## src/rtl/adder_seq_nb.sv

```systemverilog
// Multi-cycle adder/subtractor that processes CHUNK bits per clock, LSB chunk first.
// The result and flags are published on sum/co/ovf only when the last chunk completes.
module adder_seq_nb #(
  parameter int WIDTH = 16,
  parameter int CHUNK = 4
) (
  input  logic             clk,
  input  logic             rst,
  input  logic             start,
  input  logic             sub,
  input  logic [WIDTH-1:0] a,
  input  logic [WIDTH-1:0] b,
  input  logic             ci,
  output logic             ready,
  output logic             busy,
  output logic [WIDTH-1:0] sum,
  output logic             co,
  output logic             ovf,
  output logic             done
);

  localparam int NCHUNK = WIDTH / CHUNK;
  localparam int IDX_W  = (NCHUNK > 1) ? $clog2(NCHUNK) : 1;
  localparam logic [IDX_W-1:0] LAST_IDX   = IDX_W'(NCHUNK - 1);
  localparam logic [WIDTH-1:0] CHUNK_MASK = WIDTH'({CHUNK{1'b1}});

  typedef enum logic [1:0] {IDLE, RUN, DONE} state_t;

  state_t           state_q, state_d;
  logic [IDX_W-1:0] idx_q, idx_d;
  logic [WIDTH-1:0] a_q, a_d;
  logic [WIDTH-1:0] b_q, b_d;
  logic [WIDTH-1:0] part_q, part_d;
  logic [WIDTH-1:0] sum_q, sum_d;
  logic             carry_q, carry_d;
  logic             co_q, co_d;
  logic             ovf_q, ovf_d;
  logic             done_q, done_d;

  logic [31:0]      shamt;
  logic [CHUNK-1:0] a_ch, b_ch;
  logic [CHUNK:0]   add_w;
  logic             msb_cin;

  // Current chunk slice and its CHUNK-bit add with the running carry.
  assign shamt = 32'(idx_q) * 32'(CHUNK);
  assign a_ch  = CHUNK'(a_q >> shamt);
  assign b_ch  = CHUNK'(b_q >> shamt);
  assign add_w = {1'b0, a_ch} + {1'b0, b_ch} + {{CHUNK{1'b0}}, carry_q};
  // Carry into the top bit recovered from its sum bit: s = a ^ b ^ cin.
  assign msb_cin = a_ch[CHUNK-1] ^ b_ch[CHUNK-1] ^ add_w[CHUNK-1];

  always_comb begin
    state_d = state_q;
    idx_d   = idx_q;
    a_d     = a_q;
    b_d     = b_q;
    part_d  = part_q;
    sum_d   = sum_q;
    carry_d = carry_q;
    co_d    = co_q;
    ovf_d   = ovf_q;
    done_d  = 1'b0;
    case (state_q)
      IDLE: begin
        if (start) begin
          state_d = RUN;
          a_d     = a;
          b_d     = sub ? ~b : b;
          carry_d = sub ? 1'b1 : ci;
          idx_d   = '0;
        end
      end
      RUN: begin
        part_d  = (part_q & ~(CHUNK_MASK << shamt))
                | (WIDTH'(add_w[CHUNK-1:0]) << shamt);
        carry_d = add_w[CHUNK];
        idx_d   = idx_q + IDX_W'(1);
        if (idx_q == LAST_IDX) begin
          state_d = DONE;
          idx_d   = '0;
          sum_d   = part_d;
          co_d    = add_w[CHUNK];
          ovf_d   = msb_cin ^ add_w[CHUNK];
          done_d  = 1'b1;
        end
      end
      DONE:    state_d = IDLE;
      default: state_d = IDLE;
    endcase
  end

  always_ff @(posedge clk) begin
    if (rst) begin
      state_q <= IDLE;
      idx_q   <= '0;
      a_q     <= '0;
      b_q     <= '0;
      part_q  <= '0;
      sum_q   <= '0;
      carry_q <= 1'b0;
      co_q    <= 1'b0;
      ovf_q   <= 1'b0;
      done_q  <= 1'b0;
    end else begin
      state_q <= state_d;
      idx_q   <= idx_d;
      a_q     <= a_d;
      b_q     <= b_d;
      part_q  <= part_d;
      sum_q   <= sum_d;
      carry_q <= carry_d;
      co_q    <= co_d;
      ovf_q   <= ovf_d;
      done_q  <= done_d;
    end
  end

  assign ready = (state_q == IDLE);
  assign busy  = ~ready;
  assign sum   = sum_q;
  assign co    = co_q;
  assign ovf   = ovf_q;
  assign done  = done_q;

endmodule

```

## config.mk

```make
export PLATFORM = sky130hd
export DESIGN_NAME = adder_seq_nb
export DESIGN_NICKNAME = d
export VERILOG_FILES = /design/src/rtl/adder_seq_nb.sv
export SDC_FILE = /design/constraint.sdc
export NUM_CORES = 1
export LEC_CHECK = 0
export CAP_MARGIN = 5
export CORE_ASPECT_RATIO = 1.1
export CORE_MARGIN = 3
export CORE_UTILIZATION = 35
export DETAILED_ROUTE_END_ITERATION = 7
export GPL_ROUTABILITY_DRIVEN = 0
export PLACE_DENSITY = 0.69
export SETUP_SLACK_MARGIN = 0.3
export SLEW_MARGIN = 30
export SYNTH_ARGS = -nofsm -noshare
export SYNTH_HDL_FRONTEND = slang
export SYNTH_SLANG_ARGS = --single-unit
```

## constraint.sdc

```tcl
create_clock -name clk -period 6.8 [get_ports clk]
set_input_delay 0.68 -clock clk [delete_from_list [all_inputs] [get_ports clk]]
set_output_delay 0.68 -clock clk [all_outputs]
set_load 0.05 [all_outputs]
```

==> impl_metrics.toml <==
[logic_synthesis]
ys_seq_area_frac = 0.432
synthCells = 344
synth-warning-count = 0
synth_nets = 390
ys_ff_latch = 68
synth.cell_area_um2 = 3150
async_flop_share = 0
yosysTopAreaCellShare = 0.432
synth_edf_count = 0
ys.flop_type = "dfxtp_1"
synthTopCellsByArea = "dfxtp_1, a211oi_1, mux4_2, a21oi_1, nand2_1"
synth_area_per_cell_um2 = 9.15
yosysUniqueCellTypes = 37
synth_top_area_cell = "dfxtp_1"

[sta]
drv_slew = 0
skew_ns = 0.00580
finalWorstSetupSlack_ns = 3.87
max_freq_mhz = 341
min_period_over_period = 0.431
rsz0062_at_grt = "false"
hold_viol_final = 0
tightest_slew_ns = 0.891
setup_viol = 0
relSlewSlack = 0.406
setup-tns-final_ns = 0
post-route-min-period_ns = 2.93

[clock_tree]
path_clk_slew_ns = 0.07
cts_sinks = 68
cts_buffer_depth = 2
numCtsBuffers = 9
clk_latency_ns = 0.34
cts_max_level = 3
cts_tree = "yes"
postCtsSetupBuffers = 0
root_buffer = "clkbuf_8"
cts_hold_buf = 0
cts_resized = 0

[grt]
grt_antenna_before_repair = 0
grt-ovfl-total = 0
grt_pass1_vias = 2400
grt.total_usage = 0.148
grt_max_degree = 66
grt_first_pass_wirelength_mm = 11.7

[critical_path]
end_kind = "flop"
startpoint_type = "flop"
cpLargestDelayFamily = "adder cells"
timing_worst_setup_path_type = "reg2reg"
worstPathArrival_ns = 3.13
crit_fanout = 18
required_ns = 7.00
cp_slowest_cell = "dfxtp_1"
path_cells = "mux4_2 > fa_1 > fa_1 > a21o_1 > a21oi_1 > o22a_1 > a21oi_1"
crit_buf_inv = 0
slowest_delay_ns = 0.79

[pwr]
ir_worst_vdd_mv = 0.110
powerDensity_nw_per_um2 = 265
p_leak_nw = 1.41

[die]
rows = 35
ios = 58
design.die.area_um2 = 10200
die_w_um = 96.4
fp.coreArea_um2 = 8580
die_height_um = 105
initial_utilization = 0.367

[hold_path]
hold_path_class = "reg2reg"

[final_layout]
final_cells = 501
register_area_um2 = 1360
antennaDiodeCount = 0
multi_input_area_um2 = 1600
fillerInstances = 850
drive_above_1_share = 0.113
final_net_count = 431
areaGrowthSynthToFinish_pct = 26.7

[route]
drt-vias-per-instance = 5.02
highest_layer = "met4"
wl_met3_um = 304
drtIter0Drc = 85
met2_length_mm = 3.51
routed-via-count = 2517
wire_per_inst_um = 13.8
firstDrtPassIters = 4
ant_nets = 0
wl_met1_mm = 2.92
routed_wl_mm = 6.92
post-route-drc-count = 0

[run_status]
outcome = "finished, final reports clean"

[run]
drv_cap = 0

[placement]
dpl.hpwl_mm = 4.89
dp_slack_ns = 3.56
numPortBuffers = 57
dp_cells = 485
layout make-up:
cell class | instances | share of cell area
flip-flops and latches | 68 | 0.342
inverters | 7 | 0.00659
multi-input cells | 240 | 0.401
repair buffers | 59 | 0.144
well taps | 111 | 0.0348
clock inverters | 7 | 0.0408
clock buffers | 9 | 0.0311
path summary, 6_finish.rpt:
check,slack [ns],startpoint,end,cells after the start
setup / recovery,3.87,idx_q[1]$_SDFFE_PP0P_,carry_q$_SDFFE_PP0P_,7
setup reg to reg,3.87,idx_q[1]$_SDFFE_PP0P_,carry_q$_SDFFE_PP0P_,7
hold / removal,0.46,sum[13]$_SDFFE_PP0P_,sum[13]$_SDFFE_PP0P_,2
hold reg to reg,0.46,sum[13]$_SDFFE_PP0P_,sum[13]$_SDFFE_PP0P_,2
layer usage:
metal | track usage | vias to the layer above
met5 | 0 | -
met4 | 0.0681 | 0
met3 | 0.0364 | 19
met2 | 0.241 | 59
met1 | 0.181 | 1167
li1 | - | 1272
worst min-delay path: stages (launching register included):
cell	delay, ns
dfxtp_1	0.31
nand2_1	0.05
a21oi_1	0.05
through the flow:
stage	util	instance area, um^2	hold WS (ns)	power (mW)
CTS	0.465	3990	0.458	1.07
finish	0.465	3990	0.458	1.06
detailed placement	0.432	3710	0.448	0.595
global placement	0.432	3700	0.441	0.591
floorplan	-	3150	0.433	0.551
global route	0.465	3990	0.483	1.10
cell families (layout without fill, tap and decap cells):
family | Yosys count | in the layout | share of synthesized area
multiplexers | 9 | 9 | 0.0604
buffers and inverters | 36 | 82 | 0.0604
XOR/XNOR | 19 | 19 | 0.0552
AND/OR/NAND/NOR | 113 | 113 | 0.151
AO/OA/AOI/OAI | 90 | 90 | 0.200
flip-flops | 68 | 68 | 0.432
adder cells (fa/ha/maj) | 9 | 9 | 0.0405
layout by cell type, fill, tap and decap left out, drive strengths merged, types with 3 or more instances in the layout:
cell	n
nand4	3
a21oi	36
nor2	45
a211oi	35
o221ai	3
ha	7
clkdlybuf4s50	55
xnor2	17
nand2	46
buf	4
dfxtp	68
bufinv	5
nand3	5
clkbuf	9
mux4	8
nor2b	10
o21a	3
o22ai	3
inv	6
o21ai	4
cells in the mapped netlist (2+ instances only):
cell	instances
nand2_1	46
nor2b_1	10
ha_1	7
o22ai_1	3
nand4_1	3
xnor2_1	17
o21ai_0	4
fa_1	2
clkbuf_1	8
a211oi_1	26
buf_2	14
inv_1	6
o221ai_1	3
a21oi_1	35
buf_6	3
nor2_1	44
nand3_1	5
buf_4	4
a211oi_2	9
mux4_2	8
a21o_1	2
o21a_1	3
dfxtp_1	68
state kept, by name, summed over array words and instances, names as in the netlist:
register	cells
state_q	2
co	1
part_q	12
a_q	16
b_q	16
ovf	1
idx_q	2
done	1
carry_q	1
sum	16
power breakdown:
group	total [mW]	switching, mW	internal [mW]
Clock	0.471	0.154	0.317
Sequential	0.436	0.0161	0.420
Combinational	0.149	0.0803	0.0685
Note: power is estimated with default switching activity, not from simulation.
